## src/rtl/mem_port_arbiter_pkg.sv

```systemverilog
`default_nettype none
// ============================================================================
// Module   : mem_port_arbiter_pkg
// Purpose  : Shared types and encodings for the instruction/data memory port
//            arbiter: response tag encoding and the buffered data request.
// Ports    : none (package)
// Revision : 1.0 - initial release
// ============================================================================
package mem_port_arbiter_pkg;

    // Response routing tag stored per outstanding downstream read.
    typedef enum logic {
        TAG_I = 1'b0,
        TAG_D = 1'b1
    } tag_e;

    // One buffered data-port request.
    typedef struct packed {
        logic [31:0] addr;
        logic [3:0]  we;
        logic [31:0] wdata;
    } d_req_t;

    localparam int c_ADDR_W = 32;
    localparam int c_DATA_W = 32;

endpackage
`default_nettype wire

```

## src/rtl/mem_port_arbiter_resp_tag_fifo.sv

```systemverilog
`default_nettype none
// ============================================================================
// Module   : resp_tag_fifo
// Purpose  : Small in-order FIFO of response tags for outstanding downstream
//            reads. Full/empty come from the pointer wrap bits.
// Ports    : clk, rst (async, active-low)
//            push, push_data     - write side (ignored when full)
//            pop, pop_data       - read side, pop_data is the current head
//            full, empty         - status
// Revision : 1.0 - initial release
// ============================================================================
module resp_tag_fifo #(
    parameter int WIDTH = 1,
    parameter int DEPTH = 4
) (
    input  logic             clk,
    input  logic             rst,
    input  logic             push,
    input  logic [WIDTH-1:0] push_data,
    input  logic             pop,
    output logic [WIDTH-1:0] pop_data,
    output logic             full,
    output logic             empty
);

    localparam int c_AW = $clog2(DEPTH);

    logic [WIDTH-1:0] r_mem [DEPTH];
    logic [c_AW:0]    r_wr_ptr;
    logic [c_AW:0]    r_rd_ptr;
    logic             w_do_push;
    logic             w_do_pop;

    assign empty     = (r_wr_ptr == r_rd_ptr);
    assign full      = (r_wr_ptr[c_AW] != r_rd_ptr[c_AW]) &&
                       (r_wr_ptr[c_AW-1:0] == r_rd_ptr[c_AW-1:0]);
    assign w_do_push = push && !full;
    assign w_do_pop  = pop && !empty;
    assign pop_data  = r_mem[r_rd_ptr[c_AW-1:0]];

    // Storage carries no reset; only the pointers define validity.
    always_ff @(posedge clk) begin
        if (w_do_push) begin
            r_mem[r_wr_ptr[c_AW-1:0]] <= push_data;
        end
    end

    always_ff @(posedge clk or negedge rst) begin
        if (!rst) begin
            r_wr_ptr <= '0;
            r_rd_ptr <= '0;
        end else begin
            if (w_do_push) begin
                r_wr_ptr <= r_wr_ptr + 1'b1;
            end
            if (w_do_pop) begin
                r_rd_ptr <= r_rd_ptr + 1'b1;
            end
        end
    end

endmodule
`default_nettype wire

```

## src/rtl/mem_port_arbiter.sv

```systemverilog
`default_nettype none
// ============================================================================
// Module   : mem_port_arbiter
// Purpose  : Shares one single-port memory between the instruction-fetch port
//            (i_*) and the data port (d_*). One request buffer per port, data
//            priority with an anti-starvation limit for fetches, in-order tag
//            tracking so read responses return to the issuing port.
// Ports    : clk, rst (async, active-low)
//            i_addr/i_oe            -> fetch request;  i_rdata/i_valid <- data
//            d_addr/d_oe/d_we/d_wdata -> data request; d_ready, d_rdata/d_valid
//            m_req/m_addr/m_we/m_wdata/m_gnt  downstream request handshake
//            m_rdata/m_rvalid                 downstream in-order responses
// Revision : 1.0 - initial release
// ============================================================================
module mem_port_arbiter
    import mem_port_arbiter_pkg::*;
#(
    parameter int OUTST      = 4,
    parameter int STARVE_LIM = 3
) (
    input  logic        clk,
    input  logic        rst,
    input  logic [31:0] i_addr,
    input  logic        i_oe,
    output logic [31:0] i_rdata,
    output logic        i_valid,
    input  logic [31:0] d_addr,
    input  logic [3:0]  d_oe,
    input  logic [3:0]  d_we,
    input  logic [31:0] d_wdata,
    output logic        d_ready,
    output logic [31:0] d_rdata,
    output logic        d_valid,
    output logic        m_req,
    output logic [31:0] m_addr,
    output logic [3:0]  m_we,
    output logic [31:0] m_wdata,
    input  logic        m_gnt,
    input  logic [31:0] m_rdata,
    input  logic        m_rvalid
);

    localparam int              c_SW         = $clog2(STARVE_LIM + 1);
    localparam logic [c_SW-1:0] c_STARVE_MAX = c_SW'(STARVE_LIM);

    // Request buffers
    logic        r_i_full;
    logic [31:0] r_i_addr;
    logic        r_d_full;
    d_req_t      r_d;
    logic        r_d_ready_q;

    // Arbitration
    logic [c_SW-1:0] r_starve;
    logic            r_lock_valid;
    logic            r_lock_d;
    logic            w_d_req;
    logic            w_d_accept;
    logic            w_d_is_store;
    logic            w_i_cand;
    logic            w_d_cand;
    logic            w_force_i;
    logic            w_sel_i;
    logic            w_sel_d;
    logic            w_i_hs;
    logic            w_d_hs;

    // Tag FIFO
    logic w_fifo_push;
    logic w_fifo_pop;
    logic w_fifo_full;
    logic w_fifo_empty;
    logic w_push_tag;
    logic w_head_tag;

    // The low address bits never reach the memory.
    logic w_unused_addr_lsb;
    assign w_unused_addr_lsb = &{1'b0, r_d.addr[1:0]};

    assign w_d_req      = (|d_oe) || (|d_we);
    // The core samples d_ready one cycle ahead of presenting a request.
    assign w_d_accept   = w_d_req && r_d_ready_q;
    assign w_d_is_store = |r_d.we;

    // Reads need a free tag slot; stores produce no response so never wait.
    assign w_i_cand  = r_i_full && !w_fifo_full;
    assign w_d_cand  = r_d_full && (w_d_is_store || !w_fifo_full);
    assign w_force_i = r_i_full && (r_starve == c_STARVE_MAX);

    // A request left waiting for m_gnt keeps its port selected, so a newly
    // arriving data request cannot swap out the pending fetch mid-handshake.
    always_comb begin
        w_sel_i = 1'b0;
        w_sel_d = 1'b0;
        if (r_lock_valid) begin
            w_sel_d = r_lock_d;
            w_sel_i = !r_lock_d;
        end else if (w_i_cand && (!w_d_cand || w_force_i)) begin
            w_sel_i = 1'b1;
        end else if (w_d_cand) begin
            w_sel_d = 1'b1;
        end
    end

    assign w_i_hs  = w_sel_i && m_gnt;
    assign w_d_hs  = w_sel_d && m_gnt;
    assign d_ready = !r_d_full || w_d_hs;

    // Downstream request, driven straight from the selected buffer.
    always_comb begin
        m_req   = 1'b0;
        m_addr  = '0;
        m_we    = '0;
        m_wdata = '0;
        if (w_sel_d) begin
            m_req   = 1'b1;
            m_addr  = {r_d.addr[31:2], 2'b00};
            m_we    = r_d.we;
            m_wdata = r_d.wdata;
        end else if (w_sel_i) begin
            m_req   = 1'b1;
            m_addr  = r_i_addr;
        end
    end

    // Request capture. A capture in the same cycle as the grant refills the
    // buffer, so back-to-back requests issue without a bubble.
    always_ff @(posedge clk or negedge rst) begin
        if (!rst) begin
            r_i_full    <= 1'b0;
            r_i_addr    <= '0;
            r_d_full    <= 1'b0;
            r_d         <= '0;
            r_d_ready_q <= 1'b1;
        end else begin
            r_d_ready_q <= d_ready;
            if (i_oe) begin
                r_i_full <= 1'b1;
                r_i_addr <= i_addr;
            end else if (w_i_hs) begin
                r_i_full <= 1'b0;
            end
            if (w_d_accept) begin
                r_d_full    <= 1'b1;
                r_d.addr    <= d_addr;
                r_d.we      <= d_we;
                r_d.wdata   <= d_wdata;
            end else if (w_d_hs) begin
                r_d_full <= 1'b0;
            end
        end
    end

    // Starvation counter and grant lock.
    always_ff @(posedge clk or negedge rst) begin
        if (!rst) begin
            r_starve     <= '0;
            r_lock_valid <= 1'b0;
            r_lock_d     <= 1'b0;
        end else begin
            r_lock_valid <= m_req && !m_gnt;
            r_lock_d     <= w_sel_d;
            if (!r_i_full || w_i_hs) begin
                r_starve <= '0;
            end else if (w_d_hs && (r_starve != c_STARVE_MAX)) begin
                r_starve <= r_starve + 1'b1;
            end
        end
    end

    assign w_fifo_push = w_i_hs || (w_d_hs && !w_d_is_store);
    assign w_push_tag  = w_sel_d ? TAG_D : TAG_I;
    assign w_fifo_pop  = m_rvalid && !w_fifo_empty;

    resp_tag_fifo #(
        .WIDTH (1),
        .DEPTH (OUTST)
    ) u_tag_fifo (
        .clk       (clk),
        .rst       (rst),
        .push      (w_fifo_push),
        .push_data (w_push_tag),
        .pop       (w_fifo_pop),
        .pop_data  (w_head_tag),
        .full      (w_fifo_full),
        .empty     (w_fifo_empty)
    );

    // Responses route in the same cycle they arrive.
    assign i_valid = w_fifo_pop && (w_head_tag == TAG_I);
    assign d_valid = w_fifo_pop && (w_head_tag == TAG_D);
    assign i_rdata = i_valid ? m_rdata : '0;
    assign d_rdata = d_valid ? m_rdata : '0;

    a_d_protocol : assert property (@(posedge clk) disable iff (!rst)
        !(w_d_req && !r_d_ready_q))
        else $error("data request presented while not ready; dropped");

    a_rvalid_empty : assert property (@(posedge clk) disable iff (!rst)
        !(m_rvalid && w_fifo_empty))
        else $error("response with no outstanding read; ignored");

endmodule
`default_nettype wire

```

## config.mk

```make
export PLATFORM = sky130hd
export DESIGN_NAME = mem_port_arbiter
export DESIGN_NICKNAME = d
export VERILOG_FILES = /design/src/rtl/mem_port_arbiter_pkg.sv /design/src/rtl/mem_port_arbiter_resp_tag_fifo.sv /design/src/rtl/mem_port_arbiter.sv
export SDC_FILE = /design/constraint.sdc
export NUM_CORES = 1
export LEC_CHECK = 0
export CORE_UTILIZATION = 37
export CTS_BUF_LIST = sky130_fd_sc_hd__clkbuf_16
export CTS_CLUSTER_DIAMETER = 80
export DETAILED_ROUTE_END_ITERATION = 8
export PLACE_DENSITY_LB_ADDON = 0.08
export RECOVER_POWER = 25
export SKIP_CTS_REPAIR_TIMING = 1
export SLEW_MARGIN = 5
export SYNTH_ARGS = -nofsm -noshare
export SYNTH_HDL_FRONTEND = slang
export SYNTH_SLANG_ARGS = --single-unit
export TNS_END_PERCENT = 1
```

## constraint.sdc

```tcl
create_clock -name clk -period 1.91 [get_ports clk]
set_clock_uncertainty 0.1 [all_clocks]
set_input_delay 0.2865 -clock clk [delete_from_list [all_inputs] [get_ports clk]]
set_output_delay 0.2865 -clock clk [all_outputs]
set_load 0.03 [all_outputs]
```

Word level (Yosys, flattened, before mapping)
Memory sizes are Yosys's and may differ from the RTL's.
Cells that the tools add are included.
{"block": "word_totals", "register_bits": 113, "word_cells": 80, "n_memories": 1, "ramBits": 4, "inputBits": 141, "output_inout_bits": 136}
{"memory": "u_tag_fifo.r_mem", "words": 4, "word_bits": 1, "read_ports": 1, "rd_clocked_by_memory_dff": 0, "write_ports": 1, "line_no": "mem_port_arbiter_resp_tag_fifo.sv:28", "source": "logic [WIDTH-1:0] r_mem [DEPTH];"}
{"block": "classes", "n_mux": 22, "n_reduce_logical": 36, "n_addsub": 3, "bitwise_logic": 1, "n_eq_ne": 5}
{"cell": "32-bit 2-to-1 mux", "count": 5}
{"cell": "1-bit logical AND", "count": 16}
{"cell": "1-bit 2-to-1 mux", "count": 14}
{"cell": "4-bit OR reduction", "count": 3}
{"cell": "1-bit zero test", "count": 8}
{"cell": "3-bit by 1-bit adder with 3-bit output, second input constant", "count": 2}
{"cell": "1-bit logical OR", "count": 6}
{"cell": "2-bit nonzero test", "count": 3}
{"cell": "2-bit 2-to-1 mux", "count": 2}
{"cell": "4-bit 2-to-1 mux", "count": 1}
{"cell": "3-bit equality test", "count": 1}
{"cell": "2-bit by 1-bit adder with 2-bit output, second input constant", "count": 1}
{"cell": "2-bit equality test", "count": 1}
{"cell": "2-bit equality test, second input constant", "count": 1}
{"cell": "2-bit inequality test, second input constant", "count": 1}
{"cell": "1-bit inequality test", "count": 1}
{"cell": "1-bit inverter", "count": 1}

Logic depth before layout (Yosys ltp)
Gate-level depths: netlist of run 1.
{"block": "logic_depth", "depth_word": 16, "ltp_mapped": 7, "ltp_nobuf": 5}

Modules after synthesis
Synthesis of run 1 repeated with hierarchy kept, for this count alone.
{"block": "hier_totals", "cells_unflattened": 460, "hier_area_um2": 5655.4}
{"mod": "mem_port_arbiter", "instances": 1, "area_each_um2": 5057.4, "cells_per_inst": 409, "seq_area_each_um2": 2628.8}
{"mod": "resp_tag_fifo", "instances": 1, "area_each_um2": 598.1, "cells_per_inst": 51, "seq_area_each_um2": 270.3}

Worst setup path after synthesis of run 1
No wires, ideal clock.
{"block": "synth_path", "path_type": "reg2out", "from": "register u_tag_fifo.r_rd_ptr[0]", "to": "output d_ready", "slack_ps": -771, "path_stages_with_launch": 4, "path_buffers": 0, "required_ps": 1524, "t_arrival_ps": 2294, "path_cell_list": "dfrtp_1 > xnor2_1 > a311oi_1 > o311ai_0"}
{"block": "synth_between", "elab_chain_cells": 12, "elab_cells_between_ends": 14, "cone_classes": "eq/ne: 1; mux: 3; reduce/logical: 10"}
{"item": "from (decl)", "line_no": "mem_port_arbiter_resp_tag_fifo.sv:30", "source": "logic [c_AW:0] r_rd_ptr;"}
{"item": "from (signal assigned)", "line_no": "mem_port_arbiter_resp_tag_fifo.sv:57", "source": "r_rd_ptr <= r_rd_ptr + 1'b1;"}
{"item": "2-bit equality test *", "line_no": "mem_port_arbiter_resp_tag_fifo.sv:36", "source": "(r_wr_ptr[c_AW-1:0] == r_rd_ptr[c_AW-1:0]);"}
{"item": "1-bit logical AND *", "line_no": "mem_port_arbiter_resp_tag_fifo.sv:35", "source": "assign full = (r_wr_ptr[c_AW] != r_rd_ptr[c_AW]) &&"}
{"item": "1-bit zero test *", "line_no": "mem_port_arbiter.sv:86, mem_port_arbiter.sv:87"}
{"item": "1-bit logical OR", "line_no": "mem_port_arbiter.sv:87", "source": "assign w_d_cand = r_d_full && (w_d_is_store || !w_fifo_full);"}
{"item": "1-bit logical AND", "line_no": "mem_port_arbiter.sv:87"}
{"item": "1-bit zero test", "line_no": "mem_port_arbiter.sv:98", "source": "end else if (w_i_cand && (!w_d_cand || w_force_i)) begin"}
{"item": "1-bit logical OR", "line_no": "mem_port_arbiter.sv:98"}
{"item": "1-bit logical AND", "line_no": "mem_port_arbiter.sv:98"}
{"item": "1-bit 2-to-1 mux *", "line_no": "mem_port_arbiter.sv:98"}
{"item": "1-bit 2-to-1 mux *", "line_no": "mem_port_arbiter.sv:95", "source": "if (r_lock_valid) begin"}
{"item": "1-bit logical AND *", "line_no": "mem_port_arbiter.sv:106", "source": "assign w_d_hs = w_sel_d && m_gnt;"}
{"item": "1-bit logical OR *", "line_no": "mem_port_arbiter.sv:107", "source": "assign d_ready = !r_d_full || w_d_hs;"}
{"item": "to (decl)", "line_no": "mem_port_arbiter.sv:31", "source": "output logic d_ready,"}
Every way passes the cells marked *; elsewhere a longest branch is shown, timed or not.

Worst setup path in the final report of run 1
{"block": "layout_path", "from": "register u_tag_fifo.r_wr_ptr[1]", "to": "output m_addr[4]"}
{"block": "layout_between", "elab_chain_cells": 12, "elab_cells_between_ends": 16, "cone_classes": "eq/ne: 1; mux: 7; reduce/logical: 8"}
{"item": "from (decl)", "line_no": "mem_port_arbiter_resp_tag_fifo.sv:29", "source": "logic [c_AW:0] r_wr_ptr;"}
{"item": "from (signal assigned)", "line_no": "mem_port_arbiter_resp_tag_fifo.sv:54", "source": "r_wr_ptr <= r_wr_ptr + 1'b1;"}
{"item": "2-bit equality test *", "line_no": "mem_port_arbiter_resp_tag_fifo.sv:36"}
{"item": "1-bit logical AND *", "line_no": "mem_port_arbiter_resp_tag_fifo.sv:35"}
{"item": "1-bit zero test *", "line_no": "mem_port_arbiter.sv:86, mem_port_arbiter.sv:87"}
{"item": "1-bit logical OR", "line_no": "mem_port_arbiter.sv:87"}
{"item": "1-bit logical AND", "line_no": "mem_port_arbiter.sv:87"}
{"item": "1-bit zero test", "line_no": "mem_port_arbiter.sv:98"}
{"item": "1-bit logical OR", "line_no": "mem_port_arbiter.sv:98"}
{"item": "1-bit logical AND", "line_no": "mem_port_arbiter.sv:98"}
{"item": "1-bit 2-to-1 mux", "line_no": "mem_port_arbiter.sv:98"}
{"item": "1-bit 2-to-1 mux", "line_no": "mem_port_arbiter.sv:95"}
{"item": "32-bit 2-to-1 mux", "line_no": "mem_port_arbiter.sv:120", "source": "end else if (w_sel_i) begin"}
{"item": "32-bit 2-to-1 mux *", "line_no": "mem_port_arbiter.sv:115", "source": "if (w_sel_d) begin"}
{"item": "to (decl)", "line_no": "mem_port_arbiter.sv:35", "source": "output logic [31:0] m_addr,"}
Marked as above.

==> results of run 1 <==
## final cells by class
cell class / instances / area (sq um) / area share
well taps: 184 / 230.2 / 0.02278
repair buffers: 341 / 3385 / 0.3349
clock inverters: 13 / 80.08 / 0.007924
inverters: 7 / 26.28 / 0.002600
multi-input cells: 307 / 3053 / 0.3021
flip-flops and latches: 115 / 2907 / 0.2876
clock buffers: 17 / 425.4 / 0.04210
## worst register-to-register path, stage by stage, from the launching register on
cell      delay (ps)
dfrtp_2          460
xor2_1           340
nor2_2           110
buf_4            160
a221oi_2         390
mux2_2           380
## cell families after synthesis
kind of cell,Yosys count,synth area share
AO/OA/AOI/OAI,51,0.07790
multiplexers,98,0.1981
flip-flops,115,0.5157
AND/OR/NAND/NOR,142,0.1505
XOR/XNOR,9,0.01536
buffers and inverters,34,0.02916
adder cells (fa/ha/maj),6,0.01335
## registers in the layout (all words and copies together), names as in the netlist
signal / cells
u_tag_fifo.r_rd_ptr: 3
u_tag_fifo.r_wr_ptr: 3
r_starve: 2
r_d_ready_q: 1
r_lock_d: 1
u_tag_fifo.r_mem: 4
r_i_full: 1
r_lock_valid: 1
r_d_full: 1
r_d: 66
r_i_addr: 32
## stage by stage
step / setup WS [ps] / hold WS, ps / power, mW / cells
2_1_floorplan: -186.8 / -109.1 / 10.63 / 455
3_3_place_gp: -541.0 / 9.207 / 14.69 / 945
3_5_place_dp: -554.4 / 13.50 / 14.87 / 945
4_1_cts: -826.7 / -427.1 / 17.70 / 975
5_1_grt: -809.8 / 94.08 / 19.70 / 984
6_report: -734.8 / 81.56 / 18.77 / 984
## how the worst max path moves through the flow
stage,endpoint,slack [ps],cells past startpoint
2_1_floorplan,m_addr[18],-190,6
3_3_place_gp,r_d[47],-540,5
3_5_place_dp,r_d[17],-550,5
4_1_cts,m_addr[13],-830,6
5_1_grt,m_addr[17],-810,7
6_report,m_addr[4],-730,7
## power breakdown
group	internal, mW	switching, mW	total [mW]
combinational	6.03	5.89	11.9
sequential	3.42	0.683	4.10
clock	1.72	1.03	2.75
## cell usage after synthesis (2+ instances only)
library cell  number
nand2_1           16
nand3_1            2
or4_1              2
ha_1               6
buf_4              6
xnor2_1            4
o311ai_0           2
mux2_2            96
a221o_1            2
nor2_1             3
edfxtp_1           4
nor3b_1            2
o31ai_1            2
nor2b_1            2
clkbuf_1          15
dfrtp_1          110
buf_2              5
xor2_1             4
and2_1           108
a22o_1            31
nand2b_1           3
inv_1              7
a31oi_1            2
## metal layers
metal  vias to the layer above  share of wire  global-route usage
li1                       2262              -                   -
met1                      2333           0.37              0.2246
met2                       192           0.54              0.4029
met3                        25          0.079             0.07617
met4                         0          0.017             0.05811
met5                         -              0                   0
==> metrics.md, run 1 <==
| Metric | Value |
|---|---|
| Worst skew pair latency | 410 ps |
| CP peak stage delay | 460 ps |
| Core Rows | 44 |
| Design Area, Final | 10110 sq um |
| Critical-path top delay cell | dfrtp_2 |
| CTS clock-pin slew for the worst setup and hold paths | about 50 ps |
| Pwr/cell area | 1857 nW/um^2 |
| Vias in the first global route | between 5000 and 6000 |
| Fmax | 0.3781 GHz |
| First-pass GRT wire length | 26.19 mm |
| Setup TNS | -87280 ps |
| Worst Hold Class | input pin to register |
| Post-DP HPWL | 12.45 mm |
| Final Critical Period | 2645 ps |
| Worst-margin pin slew | ~650 ps |
| Ys Warns | 0 |
| Crit path cell chain | xnor2_4 > a311oi_4 > o31ai_4 > buf_6 > buf_8 > a22o_2 > buf_6 |
| Final setup fails | 194 |
| Delay-heaviest family, CP | compound AO/OA/AOI/OAI gates |
| Share of cells above drive strength 1 | 0.5700 |
| Via/cell ratio | 4.890 |
| Post-synth EDFFs | 4 |
| Gate Count Post-Synth | 455 |
| Max Cap Violations | 0 |
| R2R setup slack | -160 ps |
| CTS buffer count | 17 |
| Start point of the critical path | u_tag_fifo.r_wr_ptr[1] |
| Outcome | complete, but fails checks |
| Synth area leader | dfrtp_1 |
| CP required | 1520 ps |
| Die area | 15690 sq um |
| Hold Crit Start | d_we[1] |
| Commonest non-fill, non-tap cell in the layout | clkdlybuf4s50_1 |
| Final hold violation count | 0 |
| Leakage Power | 4.542 nW |
| 1st-iter DRT viols | approximately 150 |
| IO buf count | 274 |
| Synth-to-layout area growth | 79.77% |
| Root Buffer | clkbuf_16 |
| Worst setup EP type | output pin |
| CP Max Fanout | 10 |
| Commonest cells after routing, fill and taps aside | clkdlybuf4s50_1 (135), buf_4 (117), dfrtp_1 (104) |
| Worst R2R End | u_tag_fifo.r_wr_ptr[1] |
| DP Area | 9114 sq um |
| Final core utilization | 0.6875 |
| Number of H-tree levels | 4 |
| Drt wl/cell | 17.23 um |
| Top post-synthesis cells by area | dfrtp_1 (49%), mux2_2 (19%), and2_1 (12%), a22o_1 (4.8%), edfxtp_1 (2.1%) |
| Filler cells | 1084 |
| Clk buf depth | 2 |
| Setup crit start kind | register |
| Post-synth ARST share | 0.9652 |
| Drc violations | 23 |
| Largest net degree at the start of global routing | 60 |
| Worst rel slew slack | 0.5645 |
| Share of the synthesized area in the top cell type | 0.4897 |
| Post-route ant nets | 0 |
| CP Class | register to output pin |
| RR Startpoint | u_tag_fifo.r_rd_ptr[1] |
| Synth cell types | 44 |
| Starting Density | 0.3824 |
| Synth Register Bits | around 120 |
| Net Count, Synth | 602 |
| GRT Overall Usage | 0.2144 |
| Clk sinks | 115 |
| Nets | 936 |
| CP most frequent cell | buf_6 |
| Routed via count | 4812 |
| RSZ-0062 raised after global routing | yes |
| Die Wd | 125.3 um |
| Post-synthesis sequential area ratio | 0.5157 |
| DRT Wirelength | 16.96 mm |
| I/O Pins | 277 |
| DR pass1 iterations | 6 |
| Worst setup margin | -734.8 ps |
| Worst Hold Endpoint | r_d[33] |
| Synth Area per Inst | 12.36 sq um |
| Failing checks | DRC, setup timing |
| Dominant synthesized flop cell | dfrtp_1 |
| Initial antenna violation count | 0 |
| Arrival @ worst endpoint | 2260 ps |
| Final Cycle Share | 1.385 |
| Max Slew Vio Count | 0 |
| WHS Path Cells | 3 |
| Final GP Congestion | between 0.8 and 0.9 |
| CTS tree | built |
| Worst Path Buf+Inv | 3 |
| Die H | around 130 um |
| Antenna Cells | 0 |
| Reg2Reg Depth | 5 |
| Overflow after GRT | 0 |
| Core Region | around 15000 sq um |
| Worst IR Drop VDD | about 1.1 mV |
| Synthesized cell area | 5622 sq um |
Note: power is estimated with default switching activity, not from simulation.
==> run 2, diff against run 1 <==
--- a/config.mk
+++ b/config.mk
@@ -9,6 +9,7 @@
 export CTS_BUF_LIST = sky130_fd_sc_hd__clkbuf_16
 export CTS_CLUSTER_DIAMETER = 80
 export DETAILED_ROUTE_END_ITERATION = 8
+export MAX_ROUTING_LAYER = met4
 export PLACE_DENSITY_LB_ADDON = 0.08
 export RECOVER_POWER = 25
 export SKIP_CTS_REPAIR_TIMING = 1
==> run 2 against run 1 <==
  * Cell count stayed put
  * Largest cell class unchanged
  * Global-route usage rose by 0.67 points
  * The run still ends with DRC, setup timing left
  * Largest power group unchanged
  * Flip-flop and latch count is the same
  * Sequential power is essentially flat
  * Sequential share of layout area is essentially flat
  * Register-to-register slack about the same
  * Hold slack got worse by 1.5 ps
  * Die area unchanged
==> metrics.md, run 2 (same netlist as run 1, synthesis figures left out) <==
| Metric | Value |
|---|---|
| Die H | 125.3 um (unchanged) |
| Antenna Cells | 0 (unchanged) |
| Initial antenna violation count | 0 (unchanged) |
| Drt wl/cell | 17.21 um (-0.14%) |
| Final setup fails | 194 (unchanged) |
| Commonest cells after routing, fill and taps aside | clkdlybuf4s50_1 (135), buf_4 (118), dfrtp_1 (104) |
| Largest register by flop count | r_d |
| Starting Density | 0.3824 (unchanged) |
| Overflow after GRT | 0 (unchanged) |
| Final Critical Period | 2641 ps (-3.481 ps) |
| Final hold violation count | 0 (unchanged) |
| Final GP Congestion | 0.8696 (+1.6%) |
| Die Wd | 125.3 um (unchanged) |
| Leakage Power | 4.537 nW (-0.11%) |
| CP required | 1520 ps (about the same) |
| CTS clock-pin slew for the worst setup and hold paths | 50 ps (about the same) |
| Dpl cells | 945 (unchanged) |
| CTS tree | built |
| Pwr/cell area | 1857 nW/um^2 (about the same) |
| Outcome | complete, but fails checks |
| CP Max Fanout | 10 (unchanged) |
| Fin cells | 984 (unchanged) |
| Die area | 15690 sq um (unchanged) |
| Drc violations | 23 (unchanged) |
| Largest net degree at the start of global routing | 60 (unchanged) |
| Arrival @ worst endpoint | 2250 ps (about the same) |
| Failing checks | DRC, setup timing |
| DR pass1 iterations | 6 (unchanged) |
| Routed via count | 4804 (-0.17%) |
| Core Region | 14700 sq um (unchanged) |
| Clk buf depth | 2 (unchanged) |
| CP peak stage delay | 460 ps (about the same) |
| Worst setup margin | -731.3 ps (+3.481 ps) |
| Worst skew pair latency | 410 ps (about the same) |
| Commonest non-fill, non-tap cell in the layout | clkdlybuf4s50_1 |
| Synth-to-layout area growth | 79.63% (about the same) |
| CTS buffer count | 17 (unchanged) |
| Final Total Pwr | 18.75 mW (about the same) |
| DRT Wirelength | 16.94 mm (-0.14%) |
| GRT Overall Usage | 0.2211 (+0.006672) |
| 1st-iter DRT viols | 147 (-1.3%) |
| Core Rows | 44 (unchanged) |
| I/O Pins | 277 (unchanged) |
| Clk sinks | 115 (unchanged) |
| Nets | 936 (unchanged) |
| Share of cells above drive strength 1 | 0.5700 (unchanged) |
| Post-DP HPWL | 12.45 mm (unchanged) |
| Worst Path Buf+Inv | 3 (unchanged) |
| DP Worst Slack | -554.4 ps (unchanged) |
| CP Class | register to output pin |
| Worst Hold Class | input pin to register |
| Final core utilization | 0.6870 (about the same) |
| Vias in the first global route | 5095 (+0.059%) |
| Fmax | 0.3786 GHz (+0.13%) |
| Worst setup EP type | output pin |
| Max Slew Vio Count | 0 (unchanged) |
| Worst-margin pin slew | 657.3 ps (+4.080 ps) |
| Setup crit start kind | register |
| Delay-heaviest family, CP | compound AO/OA/AOI/OAI gates |
| Max Cap Violations | 0 (unchanged) |
| Final Cycle Share | 1.383 (-0.001823) |
| Root Buffer | clkbuf_16 |
| CP most frequent cell | buf_6 |
| Worst rel slew slack | 0.5618 (-0.002720) |
| Worst IR Drop VDD | 1.147 mV (-0.10%) |
| Via/cell ratio | 4.882 (-0.17%) |
| Crit path cell chain | xnor2_4 > a311oi_4 > o31ai_4 > buf_6 > buf_8 > a22o_2 > buf_6 |
| First-pass GRT wire length | 26.14 mm (-0.16%) |
| Critical-path top delay cell | dfrtp_2 |
| Max reg flops | 66 (unchanged) |
| IO buf count | 274 (unchanged) |
| Number of H-tree levels | 4 (unchanged) |
| Post-route ant nets | 0 (unchanged) |
| RSZ-0062 raised after global routing | yes |
==> run 2: cell counts in the layout (fill, tap and decap cells not counted) <==
Identical to the previous run, type by type.
==> run 2: worst paths after layout <==
path	start	to	slack (ps)	cells after the start
worst max-delay path	u_tag_fifo.r_wr_ptr[1]	m_addr[4]	-730	7
min in group asynchronous	rst	r_i_addr[22]	210	2
worst min-delay path	d_we[1]	r_d[33]	80	3
worst max register to register	u_tag_fifo.r_rd_ptr[1]	u_tag_fifo.r_wr_ptr[1]	-160	5
worst min register to register	r_d[15]	r_d[15]	400	1
max in group asynchronous	rst	u_tag_fifo.r_wr_ptr[1]	430	3
==> run 2: layout make-up <==
type | count | area (sq um)
Tap cell | 184 | 230.2
Sequential cell | 115 | 2907
Clock buffer | 17 | 425.4
Inverter | 7 | 26.28
Multi-Input combinational cell | 307 | 3049
Timing Repair Buffer | 341 | 3381
Fill cell | 1088 | 4601
Clock inverter | 13 | 80.08
==> run 2: through the flow <==
stage	cell area [sq um]	hold WS [ps]	TNS (ps)
6_report	10100	80.07	-86810
5_1_grt	10100	94.11	-101440
4_1_cts	9619	-427.1	-106350
3_5_place_dp	9114	13.50	-72500
3_3_place_gp	9114	9.207	-70060
2_1_floorplan	5943	-109.1	-19090
==> run 2: metal layers <==
layer | vias to the layer above | routed length, um | global-route usage
met5 | - | 0 | -
met4 | 0 | 292 | 0.05811
met3 | 22 | 1204 | 0.06547
met2 | 192 | 9118 | 0.4019
met1 | 2332 | 6319 | 0.2324
li1 | 2258 | - | -
==> run 2: power by group <==
group	total, mW	internal, mW	switching, mW
combinational	11.9	6.02	5.88
sequential	4.10	3.42	0.682
clock	2.75	1.72	1.03
total	18.7	11.2	7.59
==> run 2: worst register-to-register path: stages, from the launching register on <==
cell	delay (ps)
dfrtp_2	460
xor2_1	340
nor2_2	110
buf_4	160
a221oi_2	390
mux2_2	380
==> run 3, diff against run 2 <==
--- a/config.mk
+++ b/config.mk
@@ -10,7 +10,7 @@
 export CTS_CLUSTER_DIAMETER = 80
 export DETAILED_ROUTE_END_ITERATION = 8
 export MAX_ROUTING_LAYER = met4
-export PLACE_DENSITY_LB_ADDON = 0.08
+export PLACE_DENSITY = 0.88
 export RECOVER_POWER = 25
 export SKIP_CTS_REPAIR_TIMING = 1
 export SLEW_MARGIN = 5
==> run 3 against run 2 <==
  * The run still ends with DRC, setup timing left
  * Highest routed layer unchanged
  * Sequential share of layout area hardly changed
  * Cell count is 0.10% higher
  * Via count increased by 5.3%
  * Flip-flop and latch count unchanged
  * Total power increased by 3.2%
  * First-iteration DRC count increased by 41%
==> metrics.md, run 3 (same netlist as run 1, synthesis figures left out) <==
| Metric | Value |
|---|---|
| IO buf count | 274 (unchanged) |
| Worst Path Buf+Inv | 3 (unchanged) |
| Overflow after GRT | 0 (unchanged) |
| Antenna Cells | 0 (unchanged) |
| Root Buffer | clkbuf_16 |
| Via/cell ratio | 5.134 (+5.2%) |
| Max reg flops | 66 (unchanged) |
| Failing checks | DRC, setup timing |
| GRT Overall Usage | 0.2345 (+0.01337) |
| Worst setup EP type | output pin |
| DRT Wirelength | 19.06 mm (+13%) |
| Routed via count | 5057 (+5.3%) |
| CP required | 1520 ps (about the same) |
| CP peak stage delay | 440 ps (-20 ps) |
| Worst rel slew slack | 0.5142 (-0.04759) |
| WHS | 54.71 ps (-25.35 ps) |
| Arrival @ worst endpoint | 2380 ps (+130 ps) |
| I/O Pins | 277 (unchanged) |
| Setup crit start kind | register |
| Setup TNS | -98050 ps (-11250 ps) |
| 1st-iter DRT viols | 207 (+41%) |
| Clk sinks | 115 (unchanged) |
| CP Class | register to output pin |
| Worst Hold Class | input pin to register |
| Drt wl/cell | 19.35 um (+12%) |
| CP most frequent cell | buf_6 |
| CP Max Fanout | 11 (+1) |
| Die Wd | 125.3 um (unchanged) |
| Final setup fails | 182 (-6.2%) |
| DP Area | 8989 sq um (-1.4%) |
| Critical-path top delay cell | dfrtp_2 |
| Worst IR Drop VDD | 1.187 mV (+3.5%) |
| Worst skew pair latency | 420 ps (about the same) |
| Nets | 935 (-0.11%) |
| Post-route ant nets | 0 (unchanged) |
| Final Cycle Share | 1.447 (+0.06384) |
| Post-DP HPWL | 13.00 mm (+4.4%) |
| Worst setup margin | -853.3 ps (-121.9 ps) |
| Synth-to-layout area growth | 79.32% |
| Final hold violation count | 0 (unchanged) |
| Clk buf depth | 2 (unchanged) |
| Core Rows | 44 (unchanged) |
| Die H | 125.3 um (unchanged) |
| Drc violations | 21 (-8.7%) |
| Worst-margin pin slew | 728.7 ps (+71.39 ps) |
| First-pass GRT wire length | 27.44 mm (+5.0%) |
| CTS tree | built |
| DR pass1 iterations | 7 (+1) |
| RSZ-0062 raised after global routing | yes |
| Delay-heaviest family, CP | compound AO/OA/AOI/OAI gates |
| Crit path cell chain | xor2_4 > a311oi_4 > o31ai_4 > buf_6 > buf_6 > a22o_4 > buf_4 |
| Leakage Power | 4.571 nW (+0.75%) |
| Commonest non-fill, non-tap cell in the layout | buf_4 |
| Number of H-tree levels | 4 (unchanged) |
| Die area | 15690 sq um (unchanged) |
| Outcome | complete, but fails checks |
| Commonest cells after routing, fill and taps aside | buf_4 (139), clkdlybuf4s50_1 (133), dfrtp_1 (104) |
| Largest net degree at the start of global routing | 47 (-22%) |
| Final Critical Period | 2763 ps (+121.9 ps) |
| Core Region | 14700 sq um (unchanged) |
| CTS buffer count | 17 (unchanged) |
| Fmax | 0.3619 GHz (-4.4%) |
| Starting Density | 0.3824 (unchanged) |
| Vias in the first global route | 5416 (+6.3%) |
| Design Area, Final | 10080 sq um (-0.17%) |
| Final GP Congestion | 0.9286 (+6.8%) |
| CTS clock-pin slew for the worst setup and hold paths | 60 ps (about the same) |
| Max Cap Violations | 0 (unchanged) |
| Initial antenna violation count | 0 (unchanged) |
| Largest register by flop count | r_d |
| Share of cells above drive strength 1 | 0.5843 (+0.01427) |
| Max Slew Vio Count | 0 (unchanged) |
| Pwr/cell area | 1920 nW/um^2 (+3.4%) |
==> run 3: cell count changes in the layout (fill, tap and decap cells not counted), moves of 6 or more <==
| cell | delta |
|---|---|
| a22o_4 | +7 |
| buf_6 | -15 |
| buf_4 | +21 |
| buf_12 | -6 |
| a22o_2 | -7 |
| and2_2 | +6 |
==> run 3: stage by stage <==
stage	worst slack, ps	total power, mW	util	std cells
6_report	-853.3	19.36	0.6858	985
3_5_place_dp	-520.7	14.64	0.6115	939
2_1_floorplan	-186.8	10.63	-	455
5_1_grt	-943.1	20.19	0.6858	985
3_3_place_gp	-475.3	14.28	0.6115	939
4_1_cts	-955.7	17.84	0.6507	971
==> run 3: final timing paths <==
kind                                             start                endpoint  slack, ps  depth (start not counted)
min in group asynchronous                          rst                 r_d[57]        360                          2
worst max-delay path            u_tag_fifo.r_rd_ptr[2]              m_addr[20]       -850                          7
worst min-delay path                           d_we[0]                 r_d[32]         50                          3
worst min register to register                 r_d[11]                 r_d[11]        400                          1
worst max register to register                 r_d[35]  u_tag_fifo.r_wr_ptr[1]       -180                          6
max in group asynchronous                          rst                 r_d[13]        240                          3
==> run 3: worst register-to-register path, delay by kind of cell (launching register included) <==
kind                   cells  cell delay, ps
AO/OA/AOI/OAI              2             440
flip-flops                 1             410
AND/OR/NAND/NOR            1             380
multiplexers               1             380
buffers and inverters      2             270
==> run 3: cell type report <==
class	count	area, sq um
Multi-Input combinational cell	306	3098
Sequential cell	115	2907
Fill cell	977	4618
Tap cell	184	230.2
Timing Repair Buffer	341	3243
Clock inverter	15	151.4
Inverter	7	26.28
Clock buffer	17	425.4
==> run 3: power by group <==
| part | internal, mW | switching, mW | leakage [nW] | total [mW] |
|---|---|---|---|---|
| sequential | 3.41 | 0.748 | 1.32 | 4.16 |
| combinational | 5.97 | 6.13 | 2.96 | 12.1 |
| clock | 1.83 | 1.27 | 0.284 | 3.10 |
==> run 3: per-layer routing <==
| metal | up-vias | track usage | wire length, um | part of all wire |
|---|---|---|---|---|
| li1 | 2266 | - | - | - |
| met1 | 2503 | 0.2420 | 6845 | 0.36 |
| met2 | 260 | 0.4206 | 10260 | 0.54 |
| met3 | 28 | 0.07445 | 1560 | 0.082 |
| met4 | 0 | 0.07676 | 397 | 0.021 |
| met5 | - | - | 0 | 0 |
